[src/rtl/sme_share_codec.sv]
// ---------------------------------------------------------------------------
// sme_share_codec
//
// Share-serial boolean masking unit. Converts a plain word into N shares
// (mask), folds N shares back into a plain word (unmask), or re-randomises an
// existing sharing (remask). Exactly one share is touched per cycle, so no
// cycle ever combines more than two shares in a single XOR.
//
// Ports
//   g_clk, g_resetn  clock, synchronous active-low reset
//   flush            abort the current operation and clear the share register
//   smectl_d         requested share count, clamped to 2..SMAX on accept
//   valid / ready    request held until the one-cycle ready pulse
//   op_mask/op_unmask/op_remask  one-hot operation select
//   rs1              input shares (rs1[0] is the plain value for mask)
//   rng_req          a random word is wanted this cycle
//   rng_valid, rng   random word source, consumed when rng_req && rng_valid
//   rd               result shares, taken directly from the share register
// ---------------------------------------------------------------------------
module sme_share_codec #(
    parameter int XLEN = 32,
    parameter int SMAX = 3
) (
    input  logic                       g_clk,
    input  logic                       g_resetn,
    input  logic                       flush,
    input  logic [3:0]                 smectl_d,
    input  logic                       valid,
    output logic                       ready,
    input  logic                       op_mask,
    input  logic                       op_unmask,
    input  logic                       op_remask,
    input  logic [SMAX-1:0][XLEN-1:0]  rs1,
    output logic                       rng_req,
    input  logic                       rng_valid,
    input  logic [XLEN-1:0]            rng,
    output logic [SMAX-1:0][XLEN-1:0]  rd
);

    localparam logic [3:0] SMAX_W = 4'(SMAX);

    typedef enum logic [1:0] {
        S_IDLE = 2'd0,
        S_RUN  = 2'd1,
        S_DONE = 2'd2
    } state_t;

    state_t                     state_q, state_d;
    logic [3:0]                 idx_q, idx_d;
    logic [3:0]                 n_q, n_d;
    logic                       rnd_op_q, rnd_op_d;   // mask/remask consume randomness
    logic [SMAX-1:0][XLEN-1:0]  sh_q, sh_d;
    logic                       last_step;

    function automatic logic [3:0] clamp_n(input logic [3:0] s);
        if (s < 4'd2) begin
            return 4'd2;
        end else if (s > SMAX_W) begin
            return SMAX_W;
        end else begin
            return s;
        end
    endfunction

    assign last_step = (idx_q == (n_q - 4'd1));

    always_comb begin
        state_d  = state_q;
        idx_d    = idx_q;
        n_d      = n_q;
        rnd_op_d = rnd_op_q;
        sh_d     = sh_q;
        ready    = 1'b0;
        rng_req  = 1'b0;

        case (state_q)
            S_IDLE: begin
                if (valid && (op_mask || op_unmask || op_remask)) begin
                    n_d      = clamp_n(smectl_d);
                    rnd_op_d = op_mask || op_remask;
                    idx_d    = 4'd1;
                    state_d  = S_RUN;
                    // Mask starts from the plain value in share 0 and zeros
                    // elsewhere; shares at or above N are always held at 0.
                    for (int i = 0; i < SMAX; i++) begin
                        if (i == 0) begin
                            sh_d[i] = rs1[0];
                        end else if ((4'(i) < n_d) && !op_mask) begin
                            sh_d[i] = rs1[i];
                        end else begin
                            sh_d[i] = '0;
                        end
                    end
                end
            end

            S_RUN: begin
                if (!valid) begin
                    state_d = S_IDLE;
                end else if (rnd_op_q) begin
                    rng_req = 1'b1;
                    if (rng_valid) begin
                        // Same word enters share idx and share 0, so the
                        // XOR of all shares is preserved.
                        for (int i = 1; i < SMAX; i++) begin
                            if (4'(i) == idx_q) begin
                                sh_d[i] = sh_q[i] ^ rng;
                            end
                        end
                        sh_d[0] = sh_q[0] ^ rng;
                        idx_d   = idx_q + 4'd1;
                        if (last_step) begin
                            state_d = S_DONE;
                        end
                    end
                end else begin
                    for (int i = 1; i < SMAX; i++) begin
                        if (4'(i) == idx_q) begin
                            sh_d[0] = sh_q[0] ^ sh_q[i];
                            sh_d[i] = '0;
                        end
                    end
                    idx_d = idx_q + 4'd1;
                    if (last_step) begin
                        state_d = S_DONE;
                    end
                end
            end

            S_DONE: begin
                ready   = valid;
                state_d = S_IDLE;
            end

            default: begin
                state_d = S_IDLE;
            end
        endcase

        // Flush wins over everything, including a request accepted this cycle.
        if (flush) begin
            state_d = S_IDLE;
            sh_d    = '0;
            ready   = 1'b0;
            rng_req = 1'b0;
        end
    end

    always_ff @(posedge g_clk) begin
        if (!g_resetn) begin
            state_q  <= S_IDLE;
            idx_q    <= 4'd0;
            n_q      <= 4'd2;
            rnd_op_q <= 1'b0;
            sh_q     <= '0;
        end else begin
            state_q  <= state_d;
            idx_q    <= idx_d;
            n_q      <= n_d;
            rnd_op_q <= rnd_op_d;
            sh_q     <= sh_d;
        end
    end

    assign rd = sh_q;

endmodule

[config.mk]
export PLATFORM = sky130hd
export DESIGN_NAME = sme_share_codec
export DESIGN_NICKNAME = d
export VERILOG_FILES = /design/src/rtl/sme_share_codec.sv
export SDC_FILE = /design/constraint.sdc
export NUM_CORES = 1
export LEC_CHECK = 0
export BUFFER_PORTS_ARGS = -buffer_cell sky130_fd_sc_hd__buf_2
export CORE_MARGIN = 2
export CORE_UTILIZATION = 51
export DETAILED_ROUTE_END_ITERATION = 7
export PLACE_DENSITY = 0.87
export SLEW_MARGIN = 20
export SYNTH_ARGS = -nofsm -noshare
export SYNTH_HDL_FRONTEND = slang
export SYNTH_SLANG_ARGS = --single-unit
export TNS_END_PERCENT = 20
[constraint.sdc]
create_clock -name g_clk -period 3 [get_ports g_clk]
set_clock_uncertainty 0.15 [all_clocks]
set_input_delay 0.15 -clock g_clk [delete_from_list [all_inputs] [get_ports g_clk]]
set_output_delay 0.15 -clock g_clk [all_outputs]
set_load 0.01 [all_outputs]
==> flow_summary_export.csv, run 1 <==
group,metric,value,unit
yosys,async_flop_share,0,
yosys,synthDistinctLibCells,55,
power_and_ir_drop,p_leak,0.00377,µW
die,coreArea,12600,µm²
yosys,netlist_instances,829,
grt,grt_pass1_wl,39100,µm
final_layout,drive_gt1_frac,0.292,
critical_path,crit_required,3.05,ns
critical_path,r2r-end,"rd[69]",
yosys,synth_top_flop_cell,"dfxtp_1",
run,drv_cap,0,
drt,highest_layer,"met4",
final_layout,antennaDiodeCount,0,
sta,totalNegativeSetupSlack,0,ns
sta,final_max_slew_viol_count,0,
yosys,synth_seq_area_share,0.326,
drt,drtIter0Drc,912,
grt,grt_max_degree,68,
clock_tree,cts_setup_buffers,0,
drt,via_count,7939,
die,die_h,118,µm
power_and_ir_drop,power.density_cell_area,392,nW/µm²
clock_tree,clockBufferDepth,2,
drt,met2_wirelength,12000,µm
critical_path,worstSetupPathType,"flop to flop",
final_layout,area_growth,32.8,%
critical_path,endpoint_kind,"flop",
die,initial_core_util,0.521,
grt,grt_pass1_vias,7735,
sta,period_share,0.872,
drt,drt_wl_total,24700,µm
grt,grt_remaining_overflow,0,
clock_tree,insertion_delay,0.35,ns
sta,worst_pin_slew,0.803,ns
critical_path,r2r-start,"idx_q[0]",
power_and_ir_drop,total_power,3420,µW
clock_tree,cts_resized,0,
clock_tree,cts_tree,"done",
drt,drc,0,
die,io_pins,238,
die,rows,41,
critical_path,reg2regPathDepth,8,
clock_tree,htreeDepth,3,
worst_hold_path,hold_path.class,"input pin to flop",
placement,placed_cells,1181,
drt,met3WireLength,2350,µm
clock_tree,cts_root_buf,"clkbuf_16",
grt,grt_usage,0.346,
final_layout,instances_no_fill,1265,
yosys,synth-edff-count,0,
die,dieArea,13800,µm²
placement,dp_hpwl,15500,µm
yosys,synth_fp_nets,973,
placement,pre_cts_ws,0.457,ns
sta,finalSetupViolCount,0,
drt,via_per_inst,6.28,
sta,slew_headroom,0.463,
yosys,ys_ff_latch,107,
drt,dr.pass1.iters,5,
placement,routabilityCongestion,0.878,
yosys,ys_warn_count,0,
drt,wire_per_inst,19.5,µm
sta,worst_slack,0.384,ns
clock_tree,hold_buffers,68,
status,outcome,"completed",
placement,place_area,7760,µm²
critical_path,worstPathArrival,2.67,ns
clock_tree,clock-sinks,107,
sta,rsz0062_at_grt,"no",
power_and_ir_drop,ir_worst_vdd,0.281,mV
sta,post-route-min-period,2.62,ns
critical_path,r2r_slack,0.38,ns
drt,ant_nets,0,
grt,grt_antenna_before_repair,0,
die,die_w,118,µm
placement,port-buffer-count,237,
worst_hold_path,worstHoldStart,"rs1[49]",
worst_hold_path,worst_hold_path.num_cells,4,
final_layout,final_nets,1232,
critical_path,crit_start,"idx_q[0]",
final_layout,finalInstanceArea,8730,µm²
critical_path,worst-path-max-fanout,36,
yosys,syn-cell-area,6580,µm²
clock_tree,clk_pin_slew,0.07,ns
yosys,synth.avg_cell_area,7.93,µm²
drt,wl_met1,9500,µm
critical_path,cp-start-kind,"flop",
sta,clock.fmax,382,MHz
clock_tree,cts_buffers,9,
worst_hold_path,hold_end,"rd[49]",
sta,hold_viol_final,0,
==> metal layers <==
layer | up-vias | track usage
met2 | 548 | 0.598
li1 | 3624 | -
met4 | 0 | 0.176
met3 | 88 | 0.0577
met1 | 3679 | 0.413
met5 | - | 0
==> how the worst max path moves through the flow <==
stage	endpoint	slack, ns
after CTS	rd[56]	0.40
after detailed placement	rd[91]	0.46
after floorplan	rd[69]	0.87
final	rd[69]	0.38
after global placement	rd[34]	0.52
after global routing	rd[69]	0.22
==> area by class of cell <==
cell class,count,area (µm²)
clock inverters,4,25.0
well taps,172,215
flip-flops and latches,107,2140
clock buffers,12,256
inverters,5,18.8
multi-input cells,640,4020
repair buffers,325,2050
fillers,1021,3890
==> worst max-delay path: stages, from the launching register on <==
cell and delay (ns):
dfxtp_1 0.37, inv_1 0.09, ha_1 0.16, or3b_2 0.63, nand2_1 0.18, nand2_4 0.23, buf_12 0.29, o211ai_1 0.23
o31ai_1 0.12
==> logic make-up (layout without fill, tap and decap cells) <==
logic type / after synthesis / in the layout / share of synthesized area
compound gates: 331 / 331 / 0.388
simple gates: 295 / 295 / 0.195
flops: 107 / 107 / 0.326
buf+inv: 82 / 346 / 0.0698
xor+xnor: 8 / 8 / 0.0107
fa+ha+maj: 4 / 4 / 0.00761
mux: 2 / 2 / 0.00304
==> per-stage QoR <==
stage / utilization / hold WS [ns]
finish: 0.692 / 0.00760
global placement: 0.615 / 0.270
global route: 0.692 / 0.0196
CTS: 0.692 / 0.00221
floorplan: - / 0.156
detailed placement: 0.615 / 0.284
==> sequential cells by signal, indices dropped and copies added (netlist names) <==
register,flops
rd,96
idx_q,4
n_q,4
state_q,2
rnd_op_q,1
==> placed cells by master, fill, tap and decap left out, drive strengths merged, types with 31 or more instances in the layout <==
cell,synthesis,routed
o21ai,65,65
o211ai,32,32
buf,28,257
nor2,104,104
dfxtp,107,107
a21oi,64,64
a221oi,32,32
o31ai,33,33
nand2,134,134
and2,31,31
dlygate4sd3,0,68
o2bb2ai,34,34
==> power by group <==
group	internal, µW	switching [µW]	total, µW	leakage [µW]
logic	319	448	767	0.00277
clock network	607	540	1150	0.000135
registers	1460	50.7	1510	0.000867
==> synthesized netlist by cell type (5+ instances only) <==
| master | instances | area (µm²) |
|---|---|---|
| a21oi_1 | 64 | 320 |
| a221oi_1 | 12 | 105 |
| a221oi_2 | 20 | 300 |
| a32o_1 | 30 | 300 |
| and2_1 | 31 | 194 |
| buf_2 | 10 | 50.1 |
| buf_6 | 14 | 158 |
| clkbuf_1 | 49 | 184 |
| dfxtp_1 | 107 | 2140 |
| inv_1 | 5 | 18.8 |
| nand2_1 | 131 | 492 |
| nor2_1 | 103 | 387 |
| o211ai_1 | 29 | 218 |
| o21ai_0 | 54 | 270 |
| o21ai_1 | 10 | 50.1 |
| o2bb2ai_1 | 34 | 298 |
| o31ai_1 | 30 | 225 |
| o41ai_1 | 30 | 263 |
| xnor2_1 | 6 | 52.6 |
No activity file was read; power rests on OpenSTA's default activity.
==> inputs of run 2 (changes only) <==
- CELL_PAD_IN_SITES_DETAIL_PLACEMENT: default -> 0
- CELL_PAD_IN_SITES_GLOBAL_PLACEMENT: default -> 1
- CORE_UTILIZATION: 51 -> 36
- PLACE_DENSITY: 0.87 -> 0.86
==> flow_summary_export.csv, run 2 (same netlist as run 1, synthesis figures left out) <==
group,metric,value,unit
final_layout,area_growth,35.9,%
clock_tree,cts_tree,"done",
die,rows,49,
drt,drtIter0Drc,384,
critical_path,cp-start-kind,"flop",
drt,ant_nets,0,
placement,routabilityCongestion,0.801,
clock_tree,insertion_delay,0.36,ns
final_layout,final_nets,1247,
grt,grt_pass1_vias,7419,
critical_path,reg2regPathDepth,8,
critical_path,cp_top_family,"simple AND/OR/NAND/NOR gates",
run,drv_cap,0,
clock_tree,clock-sinks,107,
critical_path,cp_slowest_cell,"or3b_2",
power_and_ir_drop,ir_worst_vdd,0.252,mV
worst_hold_path,hold_path.class,"input pin to flop",
die,io_pins,238,
grt,grt_antenna_before_repair,0,
critical_path,r2r-end,"rd[77]",
drt,drc,0,
sta,finalSetupViolCount,0,
critical_path,worstSetupPathType,"flop to flop",
clock_tree,cts_buffers,9,
drt,via_per_inst,5.67,
grt,grt_pass1_wl,39600,µm
worst_hold_path,worstHoldStart,"rs1[36]",
critical_path,cp_slowest_stage_delay,0.50,ns
power_and_ir_drop,power.density_cell_area,393,nW/µm²
clock_tree,cts_setup_buffers,0,
clock_tree,clockBufferDepth,2,
drt,wire_per_inst,18.6,µm
placement,dp_hpwl,16200,µm
power_and_ir_drop,p_leak,0.00383,µW
die,die_h,139,µm
grt,grt_usage,0.252,
sta,clock.fmax,367,MHz
sta,hold_viol_final,0,
drt,via_count,7584,
sta,slew_headroom,0.391,
grt,grt_max_degree,65,
sta,totalNegativeSetupSlack,0,ns
placement,pre_cts_ws,0.291,ns
critical_path,path_cells,"inv_1 > ha_1 > or3b_2 > buf_4 > nand2_1 > nand2_4 > o211ai_1 > o31ai_1",
die,dieArea,19400,µm²
final_layout,final_common_cell,"buf_2",
clock_tree,cts_root_buf,"clkbuf_16",
sta,period_share,0.908,
die,initial_core_util,0.366,
sta,worst_pin_slew,0.912,ns
critical_path,cp_num_buf_inv,2,
final_layout,drive_gt1_frac,0.291,
sta,post-route-min-period,2.72,ns
critical_path,crit_required,3.06,ns
placement,port-buffer-count,237,
final_layout,largest_reg_flops,96,
die,coreArea,18000,µm²
final_layout,final_cell_mix,"237 x buf_2, 130 x nand2_1, 106 x dfxtp_1",
die,die_w,139,µm
clock_tree,htreeDepth,3,
critical_path,worst-path-max-fanout,64,
critical_path,r2r-start,"idx_q[0]",
sta,worst_slack,0.275,ns
clock_tree,clk_pin_slew,0.08,ns
drt,drt_wl_total,24900,µm
grt,grt_remaining_overflow,0,
worst_hold_path,worst_hold_path.num_cells,4,
critical_path,endpoint_kind,"flop",
sta,rsz0062_at_grt,"no",
worst_hold_path,hold_end,"rd[36]",
sta,final_max_slew_viol_count,0,
status,outcome,"completed",
critical_path,r2r_slack,0.28,ns
final_layout,antennaDiodeCount,0,
drt,dr.pass1.iters,5,
critical_path,worstPathArrival,2.79,ns
==> run 2: power breakdown <==
group	total, µW	internal, µW	switching [µW]
combinational	776	325	451
sequential	1500	1460	40.7
clock	1240	671	568
==> run 2: timing repair <==
action	CTS	global route
hold buffers	80	0
endpoints found under the hold margin	85	0
resized for setup	0	0
==> run 2: how the worst max path moves through the flow <==
stage | startpoint | to | cells after the start
3_5_place_dp | idx_q[0] | rd[76] | 8
2_1_floorplan | idx_q[0] | rd[69] | 10
4_1_cts | idx_q[0] | rd[76] | 8
6_report | idx_q[0] | rd[77] | 8
5_1_grt | idx_q[0] | rd[77] | 8
3_3_place_gp | idx_q[0] | rd[68] | 8
==> run 2: worst reg2reg max path: stages (launching register included) <==
cell      delay (ns)
dfxtp_1         0.37
inv_1           0.09
ha_1            0.20
or3b_2          0.50
buf_4           0.24
nand2_1         0.13
nand2_4         0.42
o211ai_1        0.37
o31ai_1         0.10
==> run 2: final cells by class <==
type                       count  area, µm²
fill                        1744       9020
clock inverter                 4       50.0
inverter                       5       18.8
timing repair buffer         340       2170
sequential                   107       2140
tap                          229        287
clock buffer                  12        246
multi-input combinational    640       4020
==> run 2: layer usage <==
metal,track usage,part of all wire,routed length [µm]
met1,0.324,0.44,11100
met2,0.428,0.47,11700
met3,0.0449,0.070,1750
met4,0.0803,0.017,429
met5,0,0,0
==> run 2: stage by stage <==
step / total power [µW] / std cells / utilization / cell area [µm²] / hold slack [ns]
after floorplan: 1970 / 829 / - / 6580 / 0.156
after global placement: 2220 / 1241 / 0.437 / 7840 / 0.274
after detailed placement: 2220 / 1241 / 0.437 / 7840 / 0.278
after CTS: 3520 / 1337 / 0.498 / 8940 / 0.0000238
after global routing: 3650 / 1337 / 0.498 / 8940 / 0.0169
final: 3520 / 1337 / 0.498 / 8940 / 0.00344
==> inputs of run 3 (changes only) <==
- ABC_AREA: default -> 1
- CORE_UTILIZATION: 36 -> 35
- PLACE_DENSITY: 0.86 -> 0.85
- SLEW_MARGIN: 20 -> default
==> flow_summary_export.csv, run 3 <==
group,metric,value,unit
worst_hold_path,hold_end,"rd[38]",
grt,grt_antenna_before_repair,0,
critical_path,r2r_slack,0.62,ns
final_layout,fill_cells,2311,
critical_path,crit_required,3.09,ns
die,rows,54,
final_layout,finalInstanceArea,9540,µm²
yosys,synth_fp_nets,1354,
sta,slew_headroom,0.483,
die,io_pins,238,
die,die_h,152,µm
run,drv_cap,0,
placement,place_area,8910,µm²
power_and_ir_drop,total_power,3820,µW
power_and_ir_drop,clockPowerShare,0.326,
yosys,synth.avg_cell_area,6.31,µm²
critical_path,cp-start-kind,"flop",
grt,met3_usage,0.0281,
yosys,synth_area_leaders,"dfxtp_1 28%, nand3_1 15%, nand2_1 10%, a21oi_1 8.7%, xor2_1 7.6%",
drt,dr.pass1.iters,4,
clock_tree,clockBufferDepth,2,
grt,grt_most_used_layer,"met2",
placement,pre_cts_ws,0.638,ns
final_layout,area_growth,24.9,%
yosys,synthDistinctLibCells,33,
final_layout,antennaDiodeCount,0,
sta,worst_slack,0.618,ns
sta,rsz0062_at_grt,"no",
worst_hold_path,hold_path.class,"input pin to flop",
power_and_ir_drop,seq_power_share,0.412,
grt,use_met1,0.297,
clock_tree,cts_buffers,9,
yosys,yosys-top-cells-count,"227 x nand3_1, 207 x nand2_1, 132 x a21oi_1",
drt,ant_nets,0,
sta,period_share,0.794,
critical_path,worst-path-max-fanout,64,
critical_path,reg2regPathDepth,8,
sta,hold_viol_final,0,
grt,grt_pass1_vias,7963,
grt,grt_pass1_wl,41200,µm
clock_tree,cts_root_buf,"clkbuf_16",
placement,routabilityCongestion,0.816,
drt,drt_wl_total,26300,µm
drt,via_per_inst,5.09,
critical_path,worstPathArrival,2.48,ns
sta,finalSetupViolCount,0,
yosys,synth_top_flop_cell,"dfxtp_1",
placement,port-buffer-count,237,
grt,grt_max_degree,70,
power_and_ir_drop,p_leak,0.00431,µW
drt,drtIter0Drc,391,
sta,final_max_slew_viol_count,0,
final_layout,final_common_cell,"buf_2",
grt,grt_usage,0.224,
yosys,syn-cell-area,7640,µm²
yosys,ys_warn_count,0,
final_layout,largest_reg_flops,96,
yosys,netlist_instances,1210,
clock_tree,cts_tree,"done",
grt,grt_remaining_overflow,0,
die,dieArea,23000,µm²
clock_tree,clock-sinks,107,
final_layout,postLayoutCoreUtil,0.441,
critical_path,worstSetupPathType,"flop to flop",
grt,use_met2,0.382,
yosys,synth_top_cell_area_share,0.280,
yosys,ys_ff_latch,107,
die,coreArea,21600,µm²
final_layout,final_nets,1562,
drt,via_count,8674,
critical_path,endpoint_kind,"flop",
critical_path,r2r-end,"rd[0]",
status,outcome,"completed",
sta,clock.fmax,420,MHz
power_and_ir_drop,ir_worst_vdd,0.242,mV
clock_tree,htreeDepth,3,
final_layout,final_cell_mix,"237 x buf_2, 227 x nand3_1, 206 x nand2_1",
clock_tree,cts_resized,0,
sta,worst_pin_slew,0.773,ns
die,die_w,152,µm
power_and_ir_drop,pwr-share-comb,0.262,
placement,dp_hpwl,17300,µm
power_and_ir_drop,power.internal,2550,µW
drt,wire_per_inst,15.4,µm
critical_path,r2r-start,"rnd_op_q",
drt,drc,0,
clock_tree,clk_pin_slew,0.08,ns
sta,totalNegativeSetupSlack,0,ns
die,initial_core_util,0.353,
power_and_ir_drop,switchingPower,1270,µW
sta,post-route-min-period,2.38,ns
clock_tree,insertion_delay,0.36,ns
yosys,synth_seq_area_share,0.280,
yosys,synth_top_cell_by_area,"dfxtp_1",
power_and_ir_drop,switching_share,0.333,
yosys,yosys.cell_count.top_type,"nand3_1",
power_and_ir_drop,power.density_cell_area,401,nW/µm²
yosys,async_flop_share,0,
final_layout,drive_gt1_frac,0.224,
worst_hold_path,worst_hold_path.num_cells,3,
yosys,synth-edff-count,0,
worst_hold_path,worstHoldStart,"rs1[38]",
[run 3: changes by cell type after synthesis, moves of 32 or more]
cell	change
nand3_1	+225
inv_1	+105
nand2_1	+76
a21oi_1	+68
xor2_1	+64
o21ai_1	+46
o21ai_0	-40
o2bb2ai_1	-34
a32oi_1	+32
[run 3: cells by family (layout without fill, tap and decap cells)]
family | count (synthesis) | after routing | synth area share
AOI/OAI and AO/OA | 237 | 237 | 0.172
buffers and inverters | 205 | 418 | 0.115
adders and majority gates | 4 | 4 | 0.00655
xor gates and xnor gates | 69 | 69 | 0.0791
DFF | 107 | 107 | 0.280
and+or+nand+nor | 588 | 588 | 0.348
[run 3: routing by layer]
metal,vias to the layer above,share of wire
met5,-,0
met2,220,0.48
met4,0,0.015
li1,4433,-
met3,29,0.049
met1,3992,0.46
[run 3: layout make-up]
type	instances	area, µm²	share of cell area
Tap cell	280	350	0.0367
Clock buffer	12	246	0.0258
Sequential cell	107	2140	0.225
Inverter	115	440	0.0462
Timing Repair Buffer	287	1670	0.175
Clock inverter	4	50.0	0.00525
Multi-Input combinational cell	898	4640	0.486
[run 3: worst max-delay path by stage]
stage | from | endpoint | depth (start not counted)
6_report | rnd_op_q | rd[0] | 8
5_1_grt | rnd_op_q | rd[11] | 8
4_1_cts | rnd_op_q | rd[18] | 8
3_5_place_dp | rnd_op_q | rd[18] | 8
3_3_place_gp | rnd_op_q | rd[7] | 8
2_1_floorplan | idx_q[0] | rd[27] | 10
[run 3: critical path, cell delays in order (launching register included)]
cell      delay, ns
dfxtp_2        0.34
clkinv_2       0.35
or2_1          0.41
nand2_4        0.11
nand2_8        0.07
nand2_4        0.52
nor2_1         0.10
nand2_1        0.10
a21oi_1        0.05
[run 3: power by group through the flow]
stage                     sequential (µW)  combinational [µW]  clock, µW
final                                1580                1000       1250
after CTS                            1570                1010       1290
after global placement               1610                 953          0
after detailed placement             1610                 968          0
after floorplan                      1620                 628          0
after global routing                 1590                1130       1330
[run 3: per-stage QoR]
step,hold slack (ns),std cells
5_1_grt,0.0324,1703
3_5_place_dp,0.290,1654
2_1_floorplan,0.129,1210
4_1_cts,0.0125,1703
3_3_place_gp,0.280,1654
6_report,0.0259,1703
[run 3: repair_timing]
| item | 4_1_cts | 5_1_grt |
|---|---|---|
| buffers inserted | 0 | 0 |
| setup endpoints to repair | 0 | 0 |
| hold endpoints to repair | 34 | 0 |
| hold buffers | 33 | 0 |
